==> config.mk <==
export PLATFORM = sky130hd
export DESIGN_NAME = mem_port_arbiter
export DESIGN_NICKNAME = d
export VERILOG_FILES = /design/src/rtl/mem_port_arbiter.sv
export SDC_FILE = /design/constraint.sdc
export NUM_CORES = 1
export LEC_CHECK = 0
export ABC_AREA = 1
export CAP_MARGIN = 20
export CORE_MARGIN = 3
export CORE_UTILIZATION = 46
export CTS_CLUSTER_DIAMETER = 150
export CTS_CLUSTER_SIZE = 12
export DETAILED_ROUTE_END_ITERATION = 8
export PLACE_DENSITY_LB_ADDON = 0.25
export SYNTH_ARGS = -nofsm -noshare
export SYNTH_HDL_FRONTEND = slang
export SYNTH_SLANG_ARGS = --single-unit
export TNS_END_PERCENT = 20
==> constraint.sdc <==
create_clock -name clk -period 3 [get_ports clk]
set_clock_uncertainty 0.2 [all_clocks]
set_input_delay 0.9 -clock clk [delete_from_list [all_inputs] [get_ports clk]]
set_output_delay 0.9 -clock clk [all_outputs]
set_load 0.01 [all_outputs]
==> src/rtl/mem_port_arbiter.sv <==
// mem_port_arbiter
// Shares one single-ported memory between instruction fetch and the data
// load/store path. Accesses are serialized through a three-state sequencer
// (IDLE -> BUSY -> RESP). Data wins over fetch. A starvation counter hands
// the port to fetch after MAX_DATA consecutive data grants that fetch sat
// through. While a data access is pending, stall freezes the PC.
//
// Handshake semantics (all ports):
//   Requesters hold if_req / d_rd_en / d_wr_en high until their one-cycle
//   *_done pulse. They must drop the request in the cycle after the pulse,
//   or it is taken as a new request.
//   The memory side holds mem_req high with stable mem_addr/mem_we/mem_wdata
//   until mem_ack. mem_rdata is valid in the mem_ack cycle.
//
// Ports:
//   clk, rst_n             clock, asynchronous active-low reset
//   if_req/if_addr         fetch request and address
//   if_done/if_rdata       fetch completion pulse and instruction word
//   d_rd_en/d_wr_en        load / store request (write wins when both high)
//   d_addr/d_wdata         data address and store data
//   d_done/d_rdata         data completion pulse and load data
//   stall                  combinational PC freeze
//   mem_req/mem_we/mem_addr/mem_wdata/mem_ack/mem_rdata  memory macro port
//   err                    one-cycle pulse when an access is aborted on timeout
//
// Optional feature: define MEM_TIMEOUT_EN to abort BUSY after TIMEOUT cycles
// without mem_ack. The aborted access returns all ones and pulses err.
// When the macro is undefined, err is tied low.
//
// state_q is the FSM state register (IDLE/BUSY/RESP). Bind checkers to it.
module mem_port_arbiter #(
    parameter int AW       = 9,
    parameter int DW       = 16,
    parameter int MAX_DATA = 4,
    parameter int TIMEOUT  = 15
) (
    input  logic          clk,
    input  logic          rst_n,
    input  logic          if_req,
    input  logic [AW-1:0] if_addr,
    output logic          if_done,
    output logic [DW-1:0] if_rdata,
    input  logic          d_rd_en,
    input  logic          d_wr_en,
    input  logic [AW-1:0] d_addr,
    input  logic [DW-1:0] d_wdata,
    output logic          d_done,
    output logic [DW-1:0] d_rdata,
    output logic          stall,
    output logic          mem_req,
    output logic          mem_we,
    output logic [AW-1:0] mem_addr,
    output logic [DW-1:0] mem_wdata,
    input  logic          mem_ack,
    input  logic [DW-1:0] mem_rdata,
    output logic          err
);

    typedef enum logic [1:0] {
        S_IDLE = 2'd0,
        S_BUSY = 2'd1,
        S_RESP = 2'd2
    } state_t;

    state_t     state_q, state_d;
    logic       owner_data_q;   // 1: current access belongs to the data path
    logic [3:0] dcnt_q;         // consecutive data grants while fetch waited
    logic       d_req;
    logic       any_req;
    logic       fetch_win;
    logic       tmo_hit;

    generate
        if (MAX_DATA < 1 || MAX_DATA > 15 || TIMEOUT < 1 || TIMEOUT > 255) begin : g_cfg_check
            $error("mem_port_arbiter: MAX_DATA must be 1..15 and TIMEOUT 1..255");
        end
    endgenerate

    assign d_req     = d_rd_en | d_wr_en;
    assign any_req   = if_req | d_req;
    // Fetch takes the port only when no data request is present, or when
    // fetch has already waited through MAX_DATA data grants.
    assign fetch_win = if_req & (~d_req | (dcnt_q == 4'(MAX_DATA)));
    // Gate stall with rst_n so the PC is not frozen while in reset.
    assign stall     = rst_n & d_req & ~d_done;

`ifdef MEM_TIMEOUT_EN
    logic [7:0] tcnt_q;
    logic       err_q;

    // tcnt_q is zero in the first BUSY cycle. The abort happens at the end
    // of BUSY cycle number TIMEOUT. An ack in that cycle still wins.
    assign tmo_hit = (state_q == S_BUSY) & ~mem_ack & (tcnt_q == 8'(TIMEOUT - 1));
    assign err     = err_q;

    always_ff @(posedge clk or negedge rst_n) begin
        if (!rst_n) begin
            tcnt_q <= '0;
            err_q  <= 1'b0;
        end else begin
            err_q  <= tmo_hit;
            if (state_q == S_BUSY) tcnt_q <= tcnt_q + 8'd1;
            else                   tcnt_q <= '0;
        end
    end
`else
    assign tmo_hit = 1'b0;
    assign err     = 1'b0;
`endif

    // FSM state register
    always_ff @(posedge clk or negedge rst_n) begin
        if (!rst_n) state_q <= S_IDLE;
        else        state_q <= state_d;
    end

    // FSM next-state logic
    always_comb begin
        state_d = state_q;
        case (state_q)
            S_IDLE:  if (any_req) state_d = S_BUSY;
            S_BUSY:  if (mem_ack || tmo_hit) state_d = S_RESP;
            S_RESP:  state_d = S_IDLE;
            default: state_d = S_IDLE;
        endcase
    end

    // Starvation counter. Any cycle in which fetch is not asking wipes
    // the fetch's accumulated claim.
    always_ff @(posedge clk or negedge rst_n) begin
        if (!rst_n) begin
            dcnt_q <= '0;
        end else if (!if_req) begin
            dcnt_q <= '0;
        end else if (state_q == S_IDLE) begin
            dcnt_q <= fetch_win ? 4'd0 : dcnt_q + 4'd1;
        end
    end

    // Registered datapath and response outputs
    always_ff @(posedge clk or negedge rst_n) begin
        if (!rst_n) begin
            owner_data_q <= 1'b0;
            mem_req      <= 1'b0;
            mem_we       <= 1'b0;
            mem_addr     <= '0;
            mem_wdata    <= '0;
            if_done      <= 1'b0;
            d_done       <= 1'b0;
            if_rdata     <= '0;
            d_rdata      <= '0;
        end else begin
            if_done <= 1'b0;
            d_done  <= 1'b0;
            case (state_q)
                S_IDLE: begin
                    if (any_req) begin
                        mem_req      <= 1'b1;
                        owner_data_q <= ~fetch_win;
                        if (fetch_win) begin
                            mem_we    <= 1'b0;
                            mem_addr  <= if_addr;
                            mem_wdata <= '0;
                        end else begin
                            mem_we    <= d_wr_en;
                            mem_addr  <= d_addr;
                            mem_wdata <= d_wdata;
                        end
                    end
                end
                S_BUSY: begin
                    if (mem_ack) begin
                        mem_req <= 1'b0;
                        if (owner_data_q) begin
                            d_done <= 1'b1;
                            if (!mem_we) d_rdata <= mem_rdata;
                        end else begin
                            if_done  <= 1'b1;
                            if_rdata <= mem_rdata;
                        end
                    end else if (tmo_hit) begin
                        mem_req <= 1'b0;
                        if (owner_data_q) begin
                            d_done  <= 1'b1;
                            d_rdata <= '1;
                        end else begin
                            if_done  <= 1'b1;
                            if_rdata <= '1;
                        end
                    end
                end
                default: ;
            endcase
        end
    end

endmodule

==> results of run 1 <==
[cell type report]
class                   count  area [um2]  share of cell area
well taps                  75        93.8              0.0213
repair buffers            124        1210               0.275
clock inverters             6         135              0.0306
multi-input cells         198         950               0.215
inverters                  47         179              0.0406
flip-flops and latches     68        1700               0.386
clock buffers              10         138              0.0312
[flip-flops by register name (all words and copies together), names as in the netlist]
register	flops
dcnt_q	4
mem_req	1
if_rdata	16
owner_data_q	1
if_done	1
d_done	1
mem_we	1
mem_wdata	16
mem_addr	9
state_q	2
d_rdata	16
[what timing repair did]
item,4_1_cts,5_1_grt
setup endpoints to repair,1,1
buffers inserted,0,0
gates resized for setup,1,2
cloned,0,0
hold buffers,0,0
[worst paths after layout]
path / end / slack, ns / startpoint
worst max-delay path: stall / 0.17 / d_wr_en
worst min-delay path: mem_wdata[15] / 0.28 / mem_wdata[15]
worst max register to register: mem_we / 1.17 / dcnt_q[0]
worst min register to register: mem_wdata[15] / 0.28 / mem_wdata[15]
max in group asynchronous: dcnt_q[0] / 1.47 / rst_n
min in group asynchronous: mem_addr[7] / 0.58 / rst_n
[stage by stage]
| step | util | std cells | cell area (um2) |
|---|---|---|---|
| 6_report | 0.728 | 528 | 4410 |
| 2_1_floorplan | - | 328 | 2940 |
| 3_3_place_gp | 0.684 | 512 | 4140 |
| 5_1_grt | 0.728 | 528 | 4410 |
| 3_5_place_dp | 0.684 | 512 | 4140 |
| 4_1_cts | 0.728 | 528 | 4410 |
[report_power, final]
part | leakage [nW] | switching [W] | internal (W)
sequential | 0.854 | 0.000228 | 0.00132
clock | 0.129 | 0.000342 | 0.000659
combinational | 1.23 | 0.000887 | 0.000958
total | 2.21 | 0.00146 | 0.00293
[worst max-delay path, stage by stage]
cell	delay, ns
clkdlybuf4s50_1	0.45
inv_1	0.04
nand2_1	0.07
nand2_1	0.05
nor2_1	0.08
clkbuf_2	0.14
[layer usage]
metal / share of wire / up-vias / wire [um]
met3: 0.059 / 8 / 434
met4: 0.014 / 0 / 103
met2: 0.51 / 80 / 3710
met1: 0.42 / 1189 / 3060
met5: 0 / - / 0
li1: - / 1250 / -
[logic make-up (layout without fill, tap and decap cells)]
group                    Yosys count  in the layout
AND/OR/NAND/NOR                  158            158
flip-flops                        68             68
buffers and inverters             62            187
AO/OA/AOI/OAI                     35             35
adder cells (fa/ha/maj)            2              2
XOR/XNOR                           2              2
other                              1              1
[layout by cell type (no fill, tap or decap), types with 3 or more instances in the layout]
cell,netlist,routed
nand2_1,109,109
nand2_2,4,4
inv_2,3,3
o21ai_2,10,10
buf_4,3,7
bufinv_16,0,4
dfrtp_1,68,68
nor2_2,3,3
clkbuf_8,0,10
clkdlybuf4s50_1,0,115
nand3_1,36,36
o21ai_1,23,23
inv_1,43,43
==> results_dict.tcl, run 1 <==
set metrics [dict create \
    fp.dieW_um 85.9 \
    fin_tns_setup_ns 0 \
    worstSkewPairLatency_ns 0.33 \
    powerDensity_nw_per_um2 996 \
    drv_slew 0 \
    viasPerCell 4.79 \
    portBuffers 117 \
    drive_gt1_frac 0.108 \
    synth_top_area_cell "dfrtp_1" \
    met3_usage 0.0490 \
    antenna_cells 0 \
    r2r.worst_path.cells 7 \
    grt_use_total 0.213 \
    synth.mux.area_fraction 0 \
    grt_pass1_wl_um 12200 \
    ys.flop_type "dfrtp_1" \
    start_kind "primary input" \
    synthSimpleGateAreaFrac 0.234 \
    yosys.cell_types.count 24 \
    max_freq_mhz 353 \
    hold_violations 0 \
    synth_nets 386 \
    cts_tree "yes" \
    syn_area_per_cell_um2 8.95 \
    first_global_vias 2544 \
    rsz0062_at_grt "no" \
    synth_xor_xnor_area_share 0.00597 \
    grtUsageMet1 0.272 \
    avgRoutedWirePerCell_um 13.8 \
    irDropWorstVdd_mv 0.586 \
    maxSlewHeadroom 0.446 \
    post-dp-hpwl_um 5120 \
    ys_async_sr_fraction 1.00 \
    die_h_um 85.9 \
    syn_inst 328 \
    cts_max_level 3 \
    place_congestion 0.780 \
    synth_common_cells "nand2_1 (109), dfrtp_1 (68), inv_1 (43)" \
    io_pins 119 \
    antenna_left 0 \
    synth_top_family_by_area "simple AND/OR/NAND/NOR gates" \
    hold_path_class "reg -> reg" \
    leakage_nw 2.21 \
    num_vias 2527 \
    grt_max_degree 69 \
    synth_edf_count 0 \
    cp_max_fo 2 \
    synth_top_area_frac 0.579 \
    crit_arrival_ns 1.73 \
    nNetsFinal 506 \
    cts_buffer_depth 2 \
    top_usage_layer "met2" \
    firstDrtPassIters 4 \
    synth-seq-cells 68 \
    seq_area_frac_synth 0.579 \
    dieArea_um2 7380 \
    end_kind "primary output" \
    synthAdderAreaFrac 0.00852 \
    synth-compound-area-share 0.0733 \
    timing.hold.ws_ns 0.280 \
    netlist_area_um2 2940 \
    worstHoldPathCells 2 \
    area_growth_pct 50.2 \
    setup_violations 0 \
    cts_buffers 9 \
    drt_iter0_drc 85 \
    yosysWarningCount 0 \
    cts.sinks 68 \
    row_count 28 \
    clk_pin_slew_ns 0.07 \
    status "finished, final reports clean" \
    worstMarginPinSlew_ns 0.831 \
    yosysMostFrequentCell "nand2_1" \
    wirelength_um 7310 \
    design.core.area_um2 6060 \
    ys_top_cells_by_area "dfrtp_1 (58%), nand2_1 (14%), nand3_1 (6.1%)" \
    worstPathRequired_ns 1.90 \
    setup_ws_ns 0.168 \
    fillers 479 \
    period_minus_slack_ns 2.83 \
    fin_crit_sh 0.944 \
    drc 0 \
    maxCapViolCount 0 \
    path_class "in -> out" \
    antenna_found_initial 0 \
    met2_usage 0.355 \
    grt_overflow_total 0 \
    power.total_w 0.00439 \
    root_buffer "clkbuf_8" \
    preCtsSetupSlack_ns -0.245 \
    start_util 0.485 \
]
No activity file was read; power rests on OpenSTA's default activity.
==> run 2, diff against run 1 <==
--- a/config.mk
+++ b/config.mk
@@ -6,6 +6,7 @@
 export NUM_CORES = 1
 export LEC_CHECK = 0
 export ABC_AREA = 1
+export ABC_CLOCK_PERIOD_IN_PS = 3000
 export CAP_MARGIN = 20
 export CORE_MARGIN = 3
 export CORE_UTILIZATION = 46
==> results of run 2 <==
Same layout as run 1: the final DEF is identical, and so are final timing and power.
